### config.mk
export PLATFORM = sky130hd
export DESIGN_NAME = maze_move_controller_flat
export DESIGN_NICKNAME = d
export VERILOG_FILES = /design/src/rtl/maze_map_if.sv /design/src/rtl/maze_move_controller.sv /design/src/flat_wrapper.sv
export SDC_FILE = /design/constraint.sdc
export NUM_CORES = 1
export LEC_CHECK = 0
export CAP_MARGIN = 15
export CORE_MARGIN = 10
export CORE_UTILIZATION = 51
export CTS_CLUSTER_SIZE = 14
export DETAILED_ROUTE_END_ITERATION = 12
export PLACE_DENSITY = 0.78
export SLEW_MARGIN = 10
export SYNTH_ARGS = -nofsm -noshare
export SYNTH_HDL_FRONTEND = slang
export SYNTH_SLANG_ARGS = --single-unit
### constraint.sdc
create_clock -name clk -period 4.9 [get_ports clk]
set_input_delay 0.735 -clock clk [delete_from_list [all_inputs] [get_ports clk]]
set_output_delay 0.735 -clock clk [all_outputs]
set_load 0.01 [all_outputs]
### src/rtl/maze_map_if.sv
// maze_map_if: shared map read port (request/grant/valid) between move controller and map arbiter
interface maze_map_if #(
    parameter int ADDR_W = 12
);
    logic              map_rd_req;
    logic [ADDR_W-1:0] map_rd_addr;
    logic              map_rd_gnt;
    logic              map_rd_valid;
    logic              map_rd_data;

    modport master (
        output map_rd_req, map_rd_addr,
        input  map_rd_gnt, map_rd_valid, map_rd_data
    );

    modport slave (
        input  map_rd_req, map_rd_addr,
        output map_rd_gnt, map_rd_valid, map_rd_data
    );
endinterface

### src/rtl/maze_move_controller.sv
// maze_move_controller: bounds-checks move pulses, fetches the target wall bit, commits moves and tracks game state
module maze_move_controller #(
    parameter int MAP_W   = 60,
    parameter int MAP_H   = 41,
    parameter int START_X = 0,
    parameter int START_Y = 20,
    parameter int GOAL_X  = 59,
    parameter int GOAL_Y  = 20,
    parameter int ADDR_W  = 12
) (
    input  logic        clk,
    input  logic        Reset,
    input  logic        start,
    input  logic [3:0]  move_pulse,
    maze_map_if.master  map,
    output logic [7:0]  player_x,
    output logic [7:0]  player_y,
    output logic [15:0] move_count,
    output logic [2:0]  state,
    output logic        busy,
    output logic        lost,
    output logic        won
);
    localparam logic [2:0] IDLE = 3'd0;
    localparam logic [2:0] PLAY = 3'd1;
    localparam logic [2:0] REQ  = 3'd2;
    localparam logic [2:0] WAIT = 3'd3;
    localparam logic [2:0] LOST = 3'd4;
    localparam logic [2:0] WON  = 3'd5;

    logic              req_q, req_n;
    logic [ADDR_W-1:0] addr_q, addr_n;
    logic [7:0]        tx, ty, tx_n, ty_n, px_n, py_n, cx, cy;
    logic [15:0]       cnt_n;
    logic [2:0]        st_n;
    logic              bv, bv_n, use_v, blocked;
    logic [1:0]        bd, bd_n, use_d;

    // Direction code 0=up 1=down 2=left 3=right, lowest set bit wins
    function automatic logic [1:0] prio(input logic [3:0] p);
        return p[0] ? 2'd0 : p[1] ? 2'd1 : p[2] ? 2'd2 : 2'd3;
    endfunction

    assign map.map_rd_req  = req_q;
    assign map.map_rd_addr = addr_q;

    // Candidate target from the buffered direction if present, else from this cycle's pulse
    always_comb begin
        use_v   = bv | (|move_pulse);
        use_d   = bv ? bd : prio(move_pulse);
        blocked = (use_d == 2'd0 && player_y == 8'd0) ||
                  (use_d == 2'd1 && player_y == 8'(MAP_H - 1)) ||
                  (use_d == 2'd2 && player_x == 8'd0) ||
                  (use_d == 2'd3 && player_x == 8'(MAP_W - 1));
        cx      = use_d == 2'd2 ? player_x - 8'd1 : use_d == 2'd3 ? player_x + 8'd1 : player_x;
        cy      = use_d == 2'd0 ? player_y - 8'd1 : use_d == 2'd1 ? player_y + 8'd1 : player_y;
    end

    // Next-state logic for the game FSM, target, pending buffer and committed position
    always_comb begin
        st_n   = state;
        req_n  = req_q;
        addr_n = addr_q;
        tx_n   = tx;
        ty_n   = ty;
        px_n   = player_x;
        py_n   = player_y;
        cnt_n  = move_count;
        bv_n   = bv;
        bd_n   = bd;
        case (state)
            IDLE, LOST, WON: begin
                bv_n = 1'b0;
                if (start) begin
                    st_n  = PLAY;
                    px_n  = 8'(START_X);
                    py_n  = 8'(START_Y);
                    cnt_n = 16'd0;
                end
            end
            PLAY: begin
                bv_n = bv & (|move_pulse);
                bd_n = |move_pulse ? prio(move_pulse) : bd;
                if (use_v && !blocked) begin
                    st_n   = REQ;
                    req_n  = 1'b1;
                    tx_n   = cx;
                    ty_n   = cy;
                    addr_n = ADDR_W'(cy) * ADDR_W'(MAP_W) + ADDR_W'(cx);
                end
            end
            REQ, WAIT: begin
                if (!bv && |move_pulse) begin
                    bv_n = 1'b1;
                    bd_n = prio(move_pulse);
                end
                if (state == REQ && map.map_rd_gnt) begin
                    st_n  = WAIT;
                    req_n = 1'b0;
                end
                if (state == WAIT && map.map_rd_valid) begin
                    if (map.map_rd_data) begin
                        st_n = LOST;
                    end else begin
                        px_n  = tx;
                        py_n  = ty;
                        cnt_n = &move_count ? move_count : move_count + 16'd1;
                        st_n  = (tx == 8'(GOAL_X) && ty == 8'(GOAL_Y)) ? WON : PLAY;
                    end
                end
            end
            default: st_n = IDLE;
        endcase
    end

    // State and outputs registered; Reset drops an outstanding request at once
    always_ff @(posedge clk or posedge Reset) begin
        if (Reset) begin
            state      <= IDLE;
            busy       <= 1'b0;
            lost       <= 1'b0;
            won        <= 1'b0;
            req_q      <= 1'b0;
            addr_q     <= '0;
            tx         <= 8'd0;
            ty         <= 8'd0;
            player_x   <= 8'(START_X);
            player_y   <= 8'(START_Y);
            move_count <= 16'd0;
            bv         <= 1'b0;
            bd         <= 2'd0;
        end else begin
            state      <= st_n;
            busy       <= st_n == REQ || st_n == WAIT;
            lost       <= st_n == LOST;
            won        <= st_n == WON;
            req_q      <= req_n;
            addr_q     <= addr_n;
            tx         <= tx_n;
            ty         <= ty_n;
            player_x   <= px_n;
            player_y   <= py_n;
            move_count <= cnt_n;
            bv         <= bv_n;
            bd         <= bd_n;
        end
    end
endmodule

### src/flat_wrapper.sv
// flat-port wrapper written by rule: the top's interface ports become plain ports
module maze_move_controller_flat 
#(
    parameter int MAP_W   = 60,
    parameter int MAP_H   = 41,
    parameter int START_X = 0,
    parameter int START_Y = 20,
    parameter int GOAL_X  = 59,
    parameter int GOAL_Y  = 20,
    parameter int ADDR_W  = 12
)
  (clk, Reset, start, move_pulse, player_x, player_y, move_count, state, busy, lost, won, map_map_rd_req, map_map_rd_addr, map_map_rd_gnt, map_map_rd_valid, map_map_rd_data);
  maze_map_if #(.ADDR_W(ADDR_W)) map_i ();
  input  logic clk;
  input  logic Reset;
  input  logic start;
  input  logic [3:0] move_pulse;
  output logic [7:0] player_x;
  output logic [7:0] player_y;
  output logic [15:0] move_count;
  output logic [2:0] state;
  output logic busy;
  output logic lost;
  output logic won;
  output wire logic [$bits(map_i.map_rd_req)-1:0] map_map_rd_req;
  output wire logic [$bits(map_i.map_rd_addr)-1:0] map_map_rd_addr;
  input wire logic [$bits(map_i.map_rd_gnt)-1:0] map_map_rd_gnt;
  input wire logic [$bits(map_i.map_rd_valid)-1:0] map_map_rd_valid;
  input wire logic [$bits(map_i.map_rd_data)-1:0] map_map_rd_data;
  assign map_map_rd_req = map_i.map_rd_req;
  assign map_map_rd_addr = map_i.map_rd_addr;
  assign map_i.map_rd_gnt = map_map_rd_gnt;
  assign map_i.map_rd_valid = map_map_rd_valid;
  assign map_i.map_rd_data = map_map_rd_data;
  maze_move_controller #(.MAP_W(MAP_W), .MAP_H(MAP_H), .START_X(START_X), .START_Y(START_Y), .GOAL_X(GOAL_X), .GOAL_Y(GOAL_Y), .ADDR_W(ADDR_W)) u_core (.clk(clk), .Reset(Reset), .start(start), .move_pulse(move_pulse), .map(map_i), .player_x(player_x), .player_y(player_y), .move_count(move_count), .state(state), .busy(busy), .lost(lost), .won(won));
endmodule
=== After elaboration in Yosys (flattened, before gate mapping) ===
Cells that the tools add are included.

* Output and inout port bits: 51
* Latch bits: 0
* Memory bits (read-only): 0
* Logic and storage cells: 114
* RAM bits: 0
* Bits in registers: 70
* Memories: 0

* Mux-type cells: 36
* Equal/unequal tests: 24
* $add $sub $neg: 6
* Reductions and logical operators: 32
* Div/mod/pow operators: 0
* Multipliers: 1
* $lt $le $gt $ge: 0
* Shift-type cells: 0
* Bitwise operators: 2

{| class="wikitable"
|+ Operators with widths
! operator !! number
|-
| 8-bit two-way mux || 10
|-
| 16-bit two-way mux || 4
|-
| 16-bit one-hot mux with 2 select lines || 1
|-
| 8-bit one-hot mux with 2 select lines || 2
|-
| 8-bit by 6-bit equality test with 1-bit output, second input constant || 3
|-
| 3-bit two-way mux || 6
|-
| 16-bit by 1-bit adder with 16-bit output, second input constant || 1
|-
| 8-bit by 1-bit adder with 8-bit output, second input constant || 2
|-
| 8-bit zero test || 2
|-
| 16-bit AND reduction || 1
|-
| 8-bit by 1-bit subtractor with 8-bit output, second input constant || 2
|-
| 12-bit by 8-bit adder with 12-bit output || 1
|-
| 3-bit by 2-bit equality test with 1-bit output, second input constant || 4
|-
| 3-bit equality test, second input constant || 4
|-
| 8-bit by 4-bit multiplier with 10-bit output, second input constant || 1
|-
| 2-bit two-way mux || 5
|-
| 2-bit by 1-bit inequality test with 1-bit output, second input constant || 5
|-
| 1-bit logical AND || 9
|-
| 3-bit one-hot mux with 3 select lines || 1
|-
| 8-bit by 5-bit equality test with 1-bit output, second input constant || 1
|-
| 2-bit inequality test, second input constant || 3
|-
| 3-bit AND reduction || 2
|-
| 5-bit AND reduction || 1
|-
| 2-bit equality test, second input constant || 2
|-
| 19 further kinds || 28
|}

=== Longest topological paths before layout ===
* Word-level depth: 15
* Depth in mapped cells: 21

=== Worst setup path before layout ===
OpenSTA, ideal clock, no wires.

* Path kind: input-to-reg
* Start point: input move_pulse[2]
* End point: register u_core.addr_q[11], in the netlist u_core.map.map_rd_addr[11]
* Slack: -0.644 ns
* Data arrival time: 5.419 ns
* Path buffers: 0
* Stages: 18
* Required time: 4.775 ns
* Path through: nor2b_1 o31ai_1 nand2_1 a21boi_0 xnor2_1 fa_1 inv_1 fa_1 inv_1 fa_1 inv_1 ha_1 and2_1 a311o_1 o31a_1 and4b_1 xnor3_1 mux2_2

* Cells in the longest elaborated chain, start to end: 12

{| class="wikitable"
|+ RTL lines
! what !! line !! RTL
|-
| start: declaration || flat_wrapper.sv:17 || <nowiki>input logic [3:0] move_pulse;</nowiki>
|-
| parallel branches: the longest is 12 deep, another holds 12-bit by 8-bit adder with 12-bit output || -- ||
|-
| end signal: assignment || maze_move_controller.sv:138 || <nowiki>addr_q <= addr_n;</nowiki>
|-
| end: declaration || maze_move_controller.sv:32 || <nowiki>logic [ADDR_W-1:0] addr_q, addr_n;</nowiki>
|}

Parallel ways; which one is timed is not known.
A chain may end at the register's enable or synchronous reset.

=== Worst setup path in the final report ===
* Start point: input move_pulse[2]
* End point: register u_core.addr_q[11], in the netlist u_core.map.map_rd_addr[11]

{| class="wikitable"
|+ RTL lines
! what !! line !! RTL
|-
| 1-bit two-way mux * || maze_move_controller.sv:41 || <nowiki>return p[0] ? 2'd0 : p[1] ? 2'd1 : p[2] ? 2'd2 : 2'd3;</nowiki>
|-
| 2-bit two-way mux * (2 in a row) || maze_move_controller.sv:41 ||
|-
| 2-bit two-way mux * || maze_move_controller.sv:50 || <nowiki>use_d = bv ? bd : prio(move_pulse);</nowiki>
|-
| 2-bit by 1-bit equality test with 1-bit output || maze_move_controller.sv:56 || <nowiki>cy = use_d == 2'd0 ? player_y - 8'd1 : use_d == 2'd1 ? player_y + 8'd1 : player_y;</nowiki>
|-
| 8-bit two-way mux || maze_move_controller.sv:56 ||
|-
| 8-bit two-way mux * || maze_move_controller.sv:56 ||
|-
| named net u_core.cy[1] || maze_move_controller.sv:33 || <nowiki>logic [7:0] tx, ty, tx_n, ty_n, px_n, py_n, cx, cy;</nowiki>
|-
| 8-bit by 4-bit multiplier with 10-bit output * || maze_move_controller.sv:89 || <nowiki>addr_n = ADDR_W'(cy) * ADDR_W'(MAP_W) + ADDR_W'(cx);</nowiki>
|-
| 12-bit by 8-bit adder with 12-bit output * || maze_move_controller.sv:89 ||
|}

The timed path passes the listed nets; every way through them passes the cells marked *.

==> run metrics <==
Slew Limit Fails 0; Placed Cells roughly 700; die width between 100 and 150 um; Top delay family on crit path adder cells; status complete, no violations; Seq/Total Area, Yosys 0.366; Setup CP Type in2reg; CTS Buf Count 9; pin count of the biggest net entering global routing 41; Setup Skew about 0.010 ns; starting density of the core 0.529; core area just under 0.009 sq mm; CP max-delay cell fa_1; commonest non-fill, non-tap cell in the layout dfrtp_1; CP most frequent cell inv_2; drt pass-1 iters 5; Die Y-Extent 116 um; antenna cell count 0; Layout Cells excl Fill 713; worst-margin pin slew roughly 0.93 ns; Setup Viol. Count Final 0; drt drc 0; Post-Syn Instances between 400 and 500; CP bufs+invs 5; Fillers 649; grt ovf 0; Synth Flop Type dfrtp_1; Max Cap Violations 0; Synth Register Bits just under 70; dominant cell type by area after synthesis dfrtp_1; 1st-iter DRT viols around 240; CTS Hold Bufs 0; final worst-path cycle share 0.981; GRT Total Usage 0.187; max_slew headroom 0.374; Tmin final around 4.8 ns; area of the multi-input gates about 0.0028 sq mm; Synth area leaders dfrtp_1, xnor2_1, ha_1, fa_1, mux2_4; CTS root buf clkbuf_8; H-tree Lvls 3; Worst-path clk slew around 0.080 ns; worst path required time 5.14 ns; Clock Path Buffers 2; P&R area growth vs syn 30.8%; sequence of cells on the critical path buf_6, nor2b_4, o31a_1, xnor2_2, a21oi_2, inv_2, fa_1, inv_2, fa_1, inv_2, fa_1, inv_2, ha_4, and2_4, a311o_1, o31a_1, and4b_1, xnor3_1, mux2_4; total clock sinks 68; vias per cell roughly 5.7; Synth Cell Area approximately 0.0047 sq mm; first-pass GRT wire length just over 20000 um; initial antenna violation count 0; site row count 34; CP arrival between 5 and 6 ns; Port Buffers 60; Mapped Nets between 500 and 600; Syn Area/Cell about 9.7 sq um; min-delay worst type reg2reg; CP Capture Type register; GP Congestion 0.872; fmax 0.208 GHz; Max FO, Critical Path 4; Final Hold Viols 0; RSZ-0062 raised after global routing yes; ys async rst share 1.00; Final HPWL DP between 9000 and 10000 um; final WL around 12000 um; Skew-Pair Late Insertion Delay 0.35 ns; wire per inst ~17 um; Critical Path Source Type input pin; CTS tree built; vias in the first global route 4123; Post-DRT Antenna Nets 0; layout cells sized above 1 0.230; die area about 0.013 sq mm; Post-synth EDFFs 0; vias slightly above 4000; Crit path largest cell delay between 0.5 and 0.6 ns; nets@finish roughly 650; Distinct cells, synth 57; Yosys top cell area share 0.354; Reg area 0.00171 sq mm; # IOs 61; Ys Warns 0; most frequent cells in the layout dfrtp_1, buf_4, clkdlybuf4s50_1
## what timing repair did
| action | CTS | global route |
|---|---|---|
| setup endpoints to repair | 5 | 4 |
| setup buffers | 1 | 7 |
| cloned | 0 | 0 |
| pin swaps | 8 | 10 |
| resized for setup | 9 | 19 |
## final cells by class
cell class / count / area share
Multi-Input combinational cell: 340 / 0.451
Sequential cell: 68 / 0.280
Timing Repair Buffer: 125 / 0.179
Inverter: 56 / 0.0345
Tap cell: 108 / 0.0222
Clock buffer: 9 / 0.0203
Clock inverter: 7 / 0.0123
## state kept, by name, summed over array words and instances (netlist names)
register                cells
u_core.map.map_rd_req       1
u_core.ty                   8
u_core.move_count          16
u_core.map.map_rd_addr     10
u_core.tx                   8
u_core.lost                 1
u_core.busy                 1
u_core.player_x             8
u_core.bd                   2
u_core.player_y             8
u_core.state                3
u_core.bv                   1
u_core.won                  1
## worst paths after layout
check                      slack [ns]  depth (start not counted)                         end                   from
min in group asynchronous        0.77                          2   u_core.map.map_rd_addr[6]                  Reset
hold / removal                   0.48                          1       u_core.map.map_rd_req  u_core.map.map_rd_req
max in group asynchronous        3.13                          3          u_core.player_y[1]                  Reset
setup / recovery                 0.09                         19  u_core.map.map_rd_addr[11]          move_pulse[2]
setup reg to reg                 0.15                         18  u_core.map.map_rd_addr[11]              u_core.bv
hold reg to reg                  0.48                          1       u_core.map.map_rd_req  u_core.map.map_rd_req
## synthesized netlist by cell type (2+ instances only)
cell       n
mux2_2    10
or3_1      5
nand4_1    9
o211ai_1   5
o21ai_0   29
nor2_1    33
nor3_1     9
nand2_1   27
inv_1     56
o21a_1     2
a31oi_1    4
a21o_1     7
clkbuf_1  10
nand4b_1   2
a21oi_1   16
mux2i_1    3
a21boi_0   2
and4_1     2
mux2_4    16
dfrtp_1   66
nand3_1   28
dfstp_2    2
fa_1      13
buf_4      3
o32a_1     2
ha_1      22
o31ai_1    4
nor2b_1    8
xor2_1     5
nor4_1     9
a311oi_1   2
a211oi_1   2
and3_1     2
xnor2_1   33
buf_6      4
o32ai_1    2
nand2b_1   5
o31a_1     3
## cells by family (layout without fill, tap and decap cells)
group           after synthesis  count (layout)  share of synthesized area
buf+inv                      73             197                     0.0676
mux                          29              29                     0.0821
compound gates               88              88                      0.126
fa+ha+maj                    35              35                      0.115
flops                        68              68                      0.366
simple gates                149             149                      0.167
xor+xnor                     39              39                     0.0762
## per-layer routing
metal	vias up	global-route usage	share of wire
met4	0	0.0884	0.021
met1	2028	0.230	0.41
li1	1908	-	-
met2	135	0.306	0.50
met3	23	0.0398	0.067
met5	-	0	0
## per-stage QoR
step | instance area, sq um | worst slack, ns | utilization | hold slack [ns] | TNS (ns)
floorplan | 4760 | -0.00588 | - | 0.482 | -0.00588
global placement | 5810 | -0.614 | 0.660 | 0.458 | -2.41
detailed placement | 5810 | -0.681 | 0.660 | 0.465 | -2.94
CTS | 6020 | 0.00198 | 0.684 | 0.483 | 0
global route | 6100 | -0.0659 | 0.693 | 0.504 | -0.0659
finish | 6100 | 0.0928 | 0.693 | 0.480 | 0
Power is left out: the tool's default activity adds up to more than one toggle a clock period on the data nets, which glitch-free logic cannot reach.
